`src/rtl/vga_fb_pkg.sv`:
```
// rtl/vga_fb_pkg.sv - shared geometry constants, FSM states and address helpers
package vga_fb_pkg;

    localparam int FB_W     = 160;
    localparam int FB_H     = 120;
    localparam int PX_W     = 3;
    localparam int AW       = 15;
    localparam int XW       = 8;
    localparam int YW       = 7;
    localparam int LB_DEPTH = 2 * FB_W;
    localparam int LBAW     = XW + 1;

    typedef enum logic [1:0] {
        IDLE  = 2'd0,
        FETCH = 2'd1,
        DRAIN = 2'd2
    } state_t;

    // Linear RAM address of the first pixel of a row.
    function automatic logic [AW-1:0] row_base(input logic [YW-1:0] row);
        return AW'(row) * AW'(FB_W);
    endfunction

    // Flat line-buffer address: bank 1 occupies the upper FB_W entries.
    function automatic logic [LBAW-1:0] lb_index(input logic bank, input logic [XW-1:0] idx);
        return (bank ? LBAW'(FB_W) : LBAW'(0)) + LBAW'(idx);
    endfunction

endpackage

```
`src/rtl/vga_line_buffer.sv`:
```
// rtl/vga_line_buffer.sv - two-bank ping-pong line buffer, one write and one registered read port
module vga_line_buffer
    import vga_fb_pkg::*;
(
    input  logic            i_clk,
    input  logic            i_wr_en,
    input  logic            i_wr_bank,
    input  logic [XW-1:0]   i_wr_idx,
    input  logic [PX_W-1:0] i_wr_data,
    input  logic            i_rd_bank,
    input  logic [XW-1:0]   i_rd_idx,
    output logic [PX_W-1:0] o_rd_data
);

    logic [PX_W-1:0] r_mem [LB_DEPTH];
    logic [PX_W-1:0] r_rd_data;

    // Fill-side write; contents are deliberately not reset so this maps onto RAM.
    always_ff @(posedge i_clk) begin
        if (i_wr_en) begin
            r_mem[lb_index(i_wr_bank, i_wr_idx)] <= i_wr_data;
        end
    end

    // Display-side read with one cycle of latency.
    always_ff @(posedge i_clk) begin
        r_rd_data <= r_mem[lb_index(i_rd_bank, i_rd_idx)];
    end

    assign o_rd_data = r_rd_data;

endmodule

```
`src/rtl/vga_fb_arbiter.sv`:
```
// rtl/vga_fb_arbiter.sv - shares the framebuffer RAM port between row bursts and a drawing writer
module vga_fb_arbiter
    import vga_fb_pkg::*;
(
    input  logic            i_clk,
    input  logic            i_rst,
    input  logic            i_fetch_req,
    input  logic [YW-1:0]   i_fetch_row,
    output logic            o_fetch_done,
    input  logic [XW-1:0]   i_vid_rd_x,
    output logic [PX_W-1:0] o_vid_rd_px,
    input  logic            i_wr_valid,
    output logic            o_wr_ready,
    input  logic [AW-1:0]   i_wr_addr,
    input  logic [PX_W-1:0] i_wr_data,
    output logic [AW-1:0]   o_mem_addr,
    output logic            o_mem_we,
    output logic [PX_W-1:0] o_mem_wdata,
    input  logic [PX_W-1:0] i_mem_rdata,
    output logic            o_err_overrun,
    output logic            o_err_row
);

    localparam logic [AW-1:0] FB_PIXELS = AW'(FB_W * FB_H);
    localparam logic [XW-1:0] ROW_PX    = XW'(FB_W);
    localparam logic [XW-1:0] LAST_X    = XW'(FB_W - 1);
    localparam logic [YW-1:0] ROWS      = YW'(FB_H);

    state_t          r_state;
    state_t          w_state_nxt;
    logic [AW-1:0]   r_base;
    logic [XW-1:0]   r_cnt;
    logic            r_fill_bank;
    logic            r_disp_bank;
    logic            r_cap_en;
    logic [XW-1:0]   r_cap_idx;
    logic            r_fetch_done;
    logic            r_err_overrun;
    logic            r_err_row;
    logic            r_rd_zero;

    logic            w_row_ok;
    logic            w_start;
    logic            w_wr_ready;
    logic            w_wr_fire;
    logic            w_wr_in_range;
    logic [XW-1:0]   w_rd_idx;
    logic [PX_W-1:0] w_lb_rd_data;
    logic [AW-1:0]   w_mem_addr;
    logic            w_mem_we;
    logic [PX_W-1:0] w_mem_wdata;

    assign w_row_ok      = (i_fetch_row < ROWS);
    assign w_start       = (r_state == IDLE) && i_fetch_req && w_row_ok;
    // A fetch request in the same cycle always takes the port from the writer.
    assign w_wr_ready    = !i_rst && (r_state == IDLE) && !i_fetch_req;
    assign w_wr_fire     = w_wr_ready && i_wr_valid;
    assign w_wr_in_range = (i_wr_addr < FB_PIXELS);
    // Out-of-row reads are forced to zero at the output; keep the RAM index legal.
    assign w_rd_idx      = (i_vid_rd_x < ROW_PX) ? i_vid_rd_x : '0;

    // FSM state register.
    always_ff @(posedge i_clk) begin
        if (i_rst) begin
            r_state <= IDLE;
        end else begin
            r_state <= w_state_nxt;
        end
    end

    // Next state and RAM port drive: burst owns the port in FETCH, writer only in IDLE.
    always_comb begin
        w_state_nxt = r_state;
        w_mem_addr  = '0;
        w_mem_we    = 1'b0;
        w_mem_wdata = '0;
        case (r_state)
            IDLE: begin
                if (w_start) begin
                    w_state_nxt = FETCH;
                end else if (w_wr_fire && w_wr_in_range) begin
                    w_mem_addr  = i_wr_addr;
                    w_mem_we    = 1'b1;
                    w_mem_wdata = i_wr_data;
                end
            end
            FETCH: begin
                w_mem_addr = r_base + AW'(r_cnt);
                if (r_cnt == LAST_X) begin
                    w_state_nxt = DRAIN;
                end
            end
            DRAIN: begin
                w_state_nxt = IDLE;
            end
            default: begin
                w_state_nxt = IDLE;
            end
        endcase
    end

    // Burst base, pixel counter and ping-pong bank selection.
    always_ff @(posedge i_clk) begin
        if (i_rst) begin
            r_base      <= '0;
            r_cnt       <= '0;
            r_fill_bank <= 1'b0;
            r_disp_bank <= 1'b1;
        end else if (w_start) begin
            r_base      <= row_base(i_fetch_row);
            r_cnt       <= '0;
            r_disp_bank <= r_fill_bank;
            r_fill_bank <= ~r_fill_bank;
        end else if (r_state == FETCH) begin
            r_cnt <= r_cnt + 1'b1;
        end
    end

    // Track which line-buffer slot the RAM data arriving next cycle belongs to.
    always_ff @(posedge i_clk) begin
        if (i_rst) begin
            r_cap_en  <= 1'b0;
            r_cap_idx <= '0;
        end else begin
            r_cap_en  <= (r_state == FETCH);
            r_cap_idx <= r_cnt;
        end
    end

    // Completion pulse and sticky error flags.
    always_ff @(posedge i_clk) begin
        if (i_rst) begin
            r_fetch_done  <= 1'b0;
            r_err_overrun <= 1'b0;
            r_err_row     <= 1'b0;
        end else begin
            r_fetch_done <= (r_state == DRAIN);
            if (i_fetch_req && (r_state != IDLE)) begin
                r_err_overrun <= 1'b1;
            end
            if (i_fetch_req && (r_state == IDLE) && !w_row_ok) begin
                r_err_row <= 1'b1;
            end
        end
    end

    // Remember whether the read issued this cycle was outside the row.
    always_ff @(posedge i_clk) begin
        if (i_rst) begin
            r_rd_zero <= 1'b1;
        end else begin
            r_rd_zero <= (i_vid_rd_x >= ROW_PX);
        end
    end

    vga_line_buffer u_line_buffer (
        .i_clk     (i_clk),
        .i_wr_en   (r_cap_en),
        .i_wr_bank (r_fill_bank),
        .i_wr_idx  (r_cap_idx),
        .i_wr_data (i_mem_rdata),
        .i_rd_bank (r_disp_bank),
        .i_rd_idx  (w_rd_idx),
        .o_rd_data (w_lb_rd_data)
    );

    assign o_fetch_done  = r_fetch_done;
    assign o_vid_rd_px   = r_rd_zero ? '0 : w_lb_rd_data;
    assign o_wr_ready    = w_wr_ready;
    assign o_mem_addr    = w_mem_addr;
    assign o_mem_we      = w_mem_we;
    assign o_mem_wdata   = w_mem_wdata;
    assign o_err_overrun = r_err_overrun;
    assign o_err_row     = r_err_row;

endmodule

```
`config.mk`:
```
export PLATFORM = sky130hd
export DESIGN_NAME = vga_fb_arbiter
export DESIGN_NICKNAME = d
export VERILOG_FILES = /design/src/rtl/vga_fb_pkg.sv /design/src/rtl/vga_line_buffer.sv /design/src/rtl/vga_fb_arbiter.sv
export SDC_FILE = /design/constraint.sdc
export NUM_CORES = 1
export LEC_CHECK = 0
export BUFFER_PORTS_ARGS = -buffer_cell sky130_fd_sc_hd__buf_2
export CAP_MARGIN = 10
export CORE_MARGIN = 10
export CORE_UTILIZATION = 39
export CTS_CLUSTER_SIZE = 24
export DETAILED_ROUTE_END_ITERATION = 6
export HOLD_SLACK_MARGIN = 0.02
export PLACE_DENSITY = 0.62
export SYNTH_ARGS = -nofsm -noshare
export SYNTH_HDL_FRONTEND = slang
export SYNTH_HIERARCHICAL = 1
export SYNTH_SLANG_ARGS = --single-unit
```
`constraint.sdc`:
```
create_clock -name i_clk -period 3.7 [get_ports i_clk]
set_clock_uncertainty 0.15 [all_clocks]
set_input_delay 0.555 -clock i_clk [delete_from_list [all_inputs] [get_ports i_clk]]
set_output_delay 0.555 -clock i_clk [all_outputs]
set_load 0.03 [all_outputs]
```
==> results of run 1 <==
Yosys cell counts, types with 9 or more instances:
| cell | number | area share [%] |
|---|---|---|
| buf_2 | 32 | 0.40 |
| edfxtp_1 | 960 | 71 |
| clkbuf_1 | 80 | 0.74 |
| nor2b_1 | 25 | 0.39 |
| dfxtp_1 | 38 | 1.9 |
| and2_1 | 13 | 0.20 |
| a22oi_1 | 23 | 0.43 |
| nand2b_1 | 12 | 0.19 |
| nor2_1 | 371 | 3.4 |
| and3_1 | 9 | 0.14 |
| o221ai_1 | 26 | 0.56 |
| xnor2_1 | 9 | 0.20 |
| buf_4 | 21 | 0.39 |
| a21oi_1 | 28 | 0.35 |
| ha_1 | 20 | 0.62 |
| o22ai_1 | 23 | 0.36 |
| mux2i_1 | 57 | 1.4 |
| nor3_1 | 14 | 0.17 |
| nand3_1 | 30 | 0.37 |
| o21ai_0 | 27 | 0.33 |
| inv_1 | 11 | 0.10 |
| a22o_1 | 9 | 0.20 |
| xor2_1 | 9 | 0.20 |
| nand2_1 | 94 | 0.87 |
| mux4_2 | 235 | 13 |
area by class of cell:
type                            instances  area share (%)
Inverter                               13           0.105
Tap cell                             1380            3.71
Sequential cell                       998            63.6
Clock inverter                         58            1.42
Multi-Input combinational cell       1105            21.7
Timing Repair Buffer                  213            3.88
Clock buffer                          125            5.54
worst min-delay path, cell delays in order:
cell and delay (ns):
buf_2 0.12, o211ai_1 0.09, a21oi_1 0.07
metrics by stage:
step	utilization, %	cell area (um2)
2_1_floorplan	-	40400
6_report	45.1	46500
4_1_cts	45.1	46500
3_3_place_gp	41.9	43300
3_5_place_dp	41.9	43300
5_1_grt	45.1	46500
how the worst max path moves through the flow:
stage / from / end / slack, ns / cells past startpoint
final: i_vid_rd_x[6] / u_line_buffer/o_rd_data[1] / 0.09 / 15
after global routing: r_cnt[5] / o_mem_addr[13] / 0.06 / 9
after CTS: i_vid_rd_x[6] / u_line_buffer/o_rd_data[2] / 0.20 / 12
after detailed placement: i_vid_rd_x[6] / u_line_buffer/o_rd_data[2] / -0.50 / 12
after global placement: i_vid_rd_x[6] / u_line_buffer/o_rd_data[2] / -0.44 / 12
after floorplan: i_vid_rd_x[6] / u_line_buffer/o_rd_data[1] / 0.30 / 10
repair_timing:
item,in CTS,in global routing
hold endpoints to repair,2,0
hold buffers,2,0
endpoints found under the setup margin,0,0
power breakdown:
group | switching [mW] | internal [mW] | total [mW] | leakage (nW)
registers | 0.0343 | 12.4 | 12.4 | 8.94
clock network | 4.22 | 5.86 | 10.1 | 1.58
logic | 0.976 | 0.667 | 1.64 | 3.97
state kept, by name (all words and copies together), names as in the netlist:
name / flops
u_line_buffer/r_mem: 960
o_err_overrun: 1
r_disp_bank: 1
r_cnt: 8
r_fill_bank: 1
r_cap_en: 1
o_err_row: 1
o_fetch_done: 1
r_rd_zero: 1
r_cap_idx: 8
r_base: 10
u_line_buffer/o_rd_data: 3
r_state: 2
routing by layer:
layer,share of wire (%),up-vias
li1,-,9338
met1,40,11400
met2,50,921
met3,8.2,154
met4,2.3,2
met5,0.010,-
cell families after synthesis:
group,count (synthesis),share of synthesized area [%]
mux,293,14.5
fa+ha+maj,22,0.718
buf+inv,155,1.81
compound gates,184,3.17
simple gates,588,6.16
xor+xnor,18,0.390
flops,998,73.2
placed cells by master, fill, tap and decap left out, drive strengths merged, types with 12 or more instances in the layout:
cell and instances:
buf 208, o21ai 34, nor3 14, clkinv 36, o221ai 26, nand2b 12
bufinv 13, mux4 235, mux2i 57, dfxtp 38, o22ai 23, clkbuf 128
nor2b 25, nand3 30, nand2 94, a21oi 29, inv 18, a22oi 23
ha 20, edfxtp 960, nor2 371, and2 13
==> reports/qor.yml, run 1 <==
cp_common_cell: "buf_4"
cellLeakagePower_nw: 14.5
synthFlopType: "edfxtp_1"
die-area_um2: 117000
synth.avg_cell_area_um2: 17.9
required_ns: 4.15
track_usage_pct: 17.0
grt_max_degree: 130
power_density_nw_per_um2: 519
multiInputGateArea_um2: 10100
cts_buffer_depth: 3
slowest_delay_ns: 0.85
portBuffers: 65
reg2reg_from: "r_fill_bank"
dr_total_vias: 21800
cap_violations: 0
cts.sinks: 998
ios: 66
start_util_pct: 39.2
cts.clk_slew.worst_paths_ns: 0.06
finalNonFillerCells: 3892
cp_slowest_cell: "a2111oi_0"
rsz0062_at_grt: "no"
crit_chain: "buf_2 -> o21ai_1 -> buf_4 -> buf_4 -> and2_4 -> buf_12 -> nand2b_1 -> buf_4 -> o221ai_1 -> o22ai_1 -> a2111oi_0 -> buf_4 -> nor4_1 -> nor3_1 -> a221o_1"
gp_congestion: 0.849
hold_path_class: "input pin to register"
status: "complete, no violations"
finalWorstSetupSlack_ns: 0.0912
synth_edf_count: 960
syn_inst: 2258
regArea_um2: 29600
cts_tree: "done"
period_share_pct: 97.5
ys_types: 60
grt_pass1_wl_um: 149000
min_path_cells: 3
met1_usage_pct: 22.3
critical_path.top_delay_family: "compound AO/OA/AOI/OAI gates"
drc: 0
post_cts_buffers: 0
die_w_um: 342
ys_seq_area_share_pct: 73.2
critPathBufInv: 6
drtPass1Iterations: 5
startpoint_type: "input pin"
avgRoutedWirePerCell_um: 25.8
antenna_found_initial: 1
dpl.hpwl_um: 64300
fmax_mhz: 277
num_rows: 118
slew_viol_final: 0
vdd_drop_max_mv: 0.578
dp_cells: 3707
cp.arrival_ns: 4.06
relSlewSlack_pct: 26.5
finalCriticalPeriod_ns: 3.61
synth.net_count: 2320
tightest_slew_ns: 1.10
fin_setup_tns_ns: 0
antenna_left: 0
power_mw: 24.2
whs_endpoint: "r_base[14]"
crit_path_end_kind: "register"
reg2reg_to: "u_line_buffer/r_mem[204][2]"
use_met2_pct: 28.3
worstHoldStart: "i_fetch_row[6]"
reg2reg_depth: 6
ff2ff_setup_slack_ns: 0.55
grt_pass1_vias: 22400
ys_ff_latch: 998
cts_root_buffer: "clkbuf_16"
clk_latency_ns: 0.66
syn_area_um2: 40400
crit_fanout: 12
ctsResizeCount: 0
initialDrtViolationCount: 2370
n_antenna_cell: 0
coreArea_um2: 103000
fillers: 8771
vias_per_cell: 5.59
grt_overflow: 0
syn2layout_area_growth_pct: 15.1
die_h_um: 342
setup_violations: 0
drt_wl_total_um: 100000
layout.nets: 2491
hold_viol: 0
synthArstFlopShare_pct: 0
grt_util_met3_pct: 3.70
cts_made_buffers: 98
cts_max_level: 3
pre_cts_ws_ns: -0.501
top_usage_layer: "met2"
critPathKind: "input pin to register"
synth_warnings: 6
final_layout_size_suffix_gt1_share_pct: 24.0
holdWs_ns: 0.0793
Note: power is estimated with default switching activity, not from simulation.
==> run 2, diff against run 1 <==
Settings changed: CORE_MARGIN 10 to 8, CTS_BUF_LIST from default to sky130_fd_sc_hd__clkbuf_16.
Clock period 3.7 ns to 3.5 ns, I/O delays scaled along.
==> reports/qor.yml, run 2 (same netlist as run 1, synthesis figures left out) <==
track_usage_pct: 17.8  # +0.81 points
coreArea_um2: 103000  # unchanged
required_ns: 2.82  # -1.33 ns
layout_common_cells: "edfxtp_1 (960), nor2_1 (371), mux4_2 (235), buf_4 (161), clkbuf_16 (98)"
reg2reg_depth: 6  # unchanged
hold_viol: 0  # unchanged
cts_made_buffers: 98  # unchanged
hold_path_class: "input pin to register"
place_area_um2: 43800  # +1.2%
regArea_um2: 29600  # about the same
cts.clk_slew.worst_paths_ns: 0.06  # about the same
largest_reg_flops: 960  # unchanged
cts.sinks: 998  # unchanged
power_mw: 25.1  # +3.9%
die_h_um: 338  # -1.2%
cts_tree: "done"
p_sw_mw: 5.52  # +5.7%
final_common_cell: "edfxtp_1"
portBuffers: 65  # unchanged
setup_violations: 0  # unchanged
slew_viol_final: 0  # unchanged
crit_path_end_kind: "primary output"
holdWs_ns: 0.0749  # -0.00445 ns
layout.nets: 2543  # +2.1%
largest_register: "u_line_buffer/r_mem"
cts_root_buffer: "clkbuf_16"
fillers: 8729  # -0.48%
n_antenna_cell: 0  # unchanged
relSlewSlack_pct: 17.0  # -9.5 points
avgRoutedWirePerCell_um: 26.0  # +0.94%
rsz0062_at_grt: "no"
initialDrtViolationCount: 2207  # -6.9%
drtPass1Iterations: 5  # unchanged
dpl.hpwl_um: 66700  # +3.6%
start_util_pct: 39.2  # unchanged
final_layout_size_suffix_gt1_share_pct: 25.7  # +1.6 points
drc: 0  # unchanged
cts_buffer_depth: 3  # unchanged
vias_per_cell: 5.62  # +0.37%
crit_fanout: 5  # -7
multiInputGateArea_um2: 10100  # about the same
vdd_drop_max_mv: 0.442  # -24%
grt_overflow: 0  # unchanged
cap_violations: 0  # unchanged
min_path_cells: 3  # unchanged
fmax_mhz: 302
ios: 66  # unchanged
cellLeakagePower_nw: 14.8  # +2.1%
grt_max_degree: 132  # +1.5%
combPwrFrac_pct: 7.3  # +0.5 points
dr_total_vias: 22100  # +1.6%
clk_latency_ns: 0.65  # about the same
tightest_slew_ns: 1.24  # +0.142 ns
drt_wl_total_um: 102000  # +2.2%
antenna_found_initial: 0  # -1
cellInternalPower_mw: 19.6  # +3.5%
postLayoutCellArea_um2: 46900  # +0.82%
syn2layout_area_growth_pct: 16.0
finalCriticalPeriod_ns: 3.32
gp_congestion: 0.859  # +1.2%
startpoint_type: "register"
pwr-share-clk_pct: 40.4  # -1.3 points
grt_pass1_vias: 23100  # +3.2%
swShare_pct: 22.0  # +0.36 points
die-area_um2: 114000  # -2.3%
status: "complete, no violations"
power_density_nw_per_um2: 535  # +3.1%
cts_max_level: 3  # unchanged
seq_power_share_pct: 52.3  # +0.8 points
die_w_um: 338  # -1.2%
num_rows: 118  # unchanged
critPathKind: "register to primary output"
period_share_pct: 94.7
top_regs: "u_line_buffer/r_mem (960), r_base (10)"
grt_pass1_wl_um: 153000  # +2.3%
antenna_left: 0  # unchanged
cp.arrival_ns: 2.64  # -1.42 ns
run 2: changes by cell type in the layout (fill, tap and decap cells not counted), sizes merged:
cell,before,now
buf,208,259
bufinv,13,8
clkbuf,128,101
clkinv,36,44
dlygate4sd3,2,3
inv,18,38
run 2: critical path, cell delays in order, from the launching register on:
cell	delay (ns)
dfxtp_4	0.37
ha_2	0.18
inv_1	0.05
fa_1	0.41
nor2b_2	0.15
o2111a_1	0.23
nand3_1	0.11
a32oi_1	0.20
o31ai_1	0.10
buf_4	0.18
run 2: through the flow:
step	worst slack, ns	setup TNS, ns	std cells	utilization (%)
detailed placement	-0.607	-1.58	3757	42.4
CTS	0.00371	0	3939	45.4
global route	0.0128	0	3940	45.4
global placement	-0.667	-1.60	3756	42.4
floorplan	0.125	0	2258	-
finish	0.184	0	3940	45.4
run 2: path summary, 6_finish.rpt:
kind,endpoint,from,slack [ns]
max reg2reg,u_line_buffer/r_mem[230][0],r_fill_bank,0.43
min,r_base[14],i_fetch_row[6],0.07
min reg2reg,o_err_overrun,o_err_overrun,0.31
max,o_mem_addr[13],r_cnt[5],0.18
run 2: cell type report:
type | count | share of cell area (%)
clock inverter | 81 | 1.35
inverter | 13 | 0.104
multi-input combinational | 1105 | 21.6
clock buffer | 98 | 5.23
sequential | 998 | 63.1
timing repair buffer | 265 | 4.98
tap | 1380 | 3.68
run 2: power groups by stage:
stage	Combinational (mW)	Clock, mW	Sequential [mW]
2_1_floorplan	0.955	0	13.4
3_3_place_gp	1.79	0	13.4
3_5_place_dp	1.82	0	13.4
4_1_cts	1.83	10.3	13.1
5_1_grt	1.94	10.7	13.1
6_report	1.83	10.1	13.1
run 2: what timing repair did:
item	4_1_cts	5_1_grt
setup endpoints to repair	0	2
hold buffers	3	0
buffers inserted	0	1
gates resized for setup	0	7
hold endpoints to repair	3	0
run 2: layer usage:
metal  routed length [um]  vias to the layer above  global-route usage, %
li1                     -                     9423                      -
met1                42200                    11700                   24.0
met2                50500                      881                   29.8
met3                 7190                      163                   2.90
met4                 2530                        0                   5.25
met5                    0                        -                      0
==> run 3, diff against run 2 <==
Settings changed: CORE_UTILIZATION 39 to 35, GPL_ROUTABILITY_DRIVEN from default to 1, PLACE_DENSITY 0.62 to 0.57.
==> reports/qor.yml, run 3 (same netlist as run 1, synthesis figures left out) <==
status: "complete, no violations"
place_area_um2: 44000  # +0.48%
antenna_found_initial: 1  # +1
grt_pass1_vias: 23000  # -0.34%
drc: 0  # unchanged
dpl.hpwl_um: 67800  # +1.7%
final_layout_size_suffix_gt1_share_pct: 26.1  # +0.43 points
largest_register: "u_line_buffer/r_mem"
cts_tree: "done"
setup_violations: 0  # unchanged
cellLeakagePower_nw: 15.0  # +1.5%
layout_common_cells: "edfxtp_1 (960), nor2_1 (371), mux4_2 (235), buf_4 (159), clkbuf_16 (106)"
layout.nets: 2553  # +0.39%
track_usage_pct: 16.4  # -1.4 points
vdd_drop_max_mv: 0.404  # -8.7%
crit_path_end_kind: "register"
cts_max_level: 3  # unchanged
dr_total_vias: 22000  # -0.61%
drtPass1Iterations: 7  # +2
finalCriticalPeriod_ns: 3.48  # +0.160 ns
die_w_um: 356  # +5.3%
cts.clk_slew.worst_paths_ns: 0.06  # about the same
holdWs_ns: 0.151  # +0.0760 ns
syn2layout_area_growth_pct: 17.7
grt_pass1_wl_um: 155000  # +1.7%
pre_cts_ws_ns: -0.596  # +0.0103 ns
required_ns: 3.96  # +1.14 ns
hold_viol: 0  # unchanged
ios: 66  # unchanged
crit_fanout: 16  # +11
portBuffers: 65  # unchanged
cap_violations: 0  # unchanged
hold_path_class: "input pin to register"
grt_max_degree: 91  # -31%
fmax_mhz: 288  # -4.6%
final_common_cell: "edfxtp_1"
coreArea_um2: 115000  # +11%
rsz0062_at_grt: "no"
top_regs: "u_line_buffer/r_mem (960), r_base (10)"
grt_overflow: 0  # unchanged
power_density_nw_per_um2: 555  # +3.6%
gp_congestion: 0.835  # -2.8%
cp.arrival_ns: 3.94  # +1.30 ns
slew_viol_final: 0  # unchanged
drt_wl_total_um: 106000  # +3.6%
cts_buffer_depth: 3  # unchanged
num_rows: 124  # +5.1%
avgRoutedWirePerCell_um: 25.9  # -0.26%
relSlewSlack_pct: 37.8  # +21 points
tightest_slew_ns: 0.909  # -0.333 ns
largest_reg_flops: 960  # unchanged
postLayoutCellArea_um2: 47600  # +1.4%
cts.sinks: 998  # unchanged
cts_root_buffer: "clkbuf_16"
die-area_um2: 127000  # +11%
period_share_pct: 99.3  # +4.6 points
clk_latency_ns: 0.66  # about the same
antenna_left: 0  # unchanged
die_h_um: 356  # +5.3%
initialDrtViolationCount: 2178  # -1.3%
startpoint_type: "input pin"
finalWorstSetupSlack_ns: 0.0244  # -0.160 ns
fin_setup_tns_ns: 0  # unchanged
cts_made_buffers: 105  # +7.1%
start_util_pct: 35.3  # -3.9 points
critPathKind: "input pin to register"
vias_per_cell: 5.37  # -4.3%
run 3: cell count changes in the layout (fill, tap and decap cells not counted), moves of 2 or more:
cell	delta
bufinv_16	+9
clkbuf_16	+8
clkinv_1	+6
buf_12	+4
inv_1	-4
buf_4	-2
clkinv_2	-2
clkinv_4	+2
inv_2	-2
inv_6	-2
run 3: worst max-delay path, cell delays in order:
cell	delay, ns
buf_2	0.11
o21ai_1	0.31
buf_4	0.20
and2_4	0.16
buf_4	0.19
buf_12	0.22
buf_4	0.24
mux2i_1	0.10
o221ai_1	0.22
o22ai_1	0.16
a2111oi_0	0.83
buf_4	0.24
nor4_1	0.05
nor3_1	0.23
a221o_1	0.14
run 3: per-stage QoR:
step | total power, mW | cells | util [%]
after CTS | 26.6 | 4090 | 41.5
after global placement | 15.2 | 3891 | 38.4
after floorplan | 14.3 | 2258 | -
final | 26.4 | 4092 | 41.6
after detailed placement | 15.2 | 3891 | 38.4
after global routing | 27.1 | 4091 | 41.5
run 3: repair_timing:
action | 4_1_cts | 5_1_grt
hold endpoints to repair | 4 | 0
setup endpoints to repair | 1 | 2
buffers inserted | 0 | 1
hold buffers | 4 | 0
gates resized for setup | 1 | 3
run 3: final timing paths:
path	start	to	slack, ns	depth (start not counted)
worst max-delay path	i_vid_rd_x[6]	u_line_buffer/o_rd_data[1]	0.02	15
worst min-delay path	i_fetch_row[2]	r_base[7]	0.15	4
worst max register to register	r_fill_bank	u_line_buffer/r_mem[218][2]	0.55	7
worst min register to register	r_base[5]	r_base[5]	0.31	2
run 3: cell type report:
class,count,area [um2]
Antenna cell,1,2.50
Multi-Input combinational cell,1105,10100
Clock inverter,89,891
Inverter,13,48.8
Fill cell,10200,66900
Sequential cell,998,29600
Tap cell,1512,1890
Clock buffer,106,2650
Timing Repair Buffer,268,2390
run 3: report_power, final:
part	switching [mW]	internal [mW]
clock network	4.64	6.76
logic	1.06	0.771
registers	0.0379	13.1
run 3: per-layer routing:
metal | vias up | GRT usage [%] | part of all wire, %
li1 | 9484 | - | -
met5 | - | 0.0769 | 0
met2 | 844 | 27.5 | 49
met4 | 0 | 5.56 | 3.1
met3 | 167 | 4.00 | 7.6
met1 | 11500 | 20.9 | 40
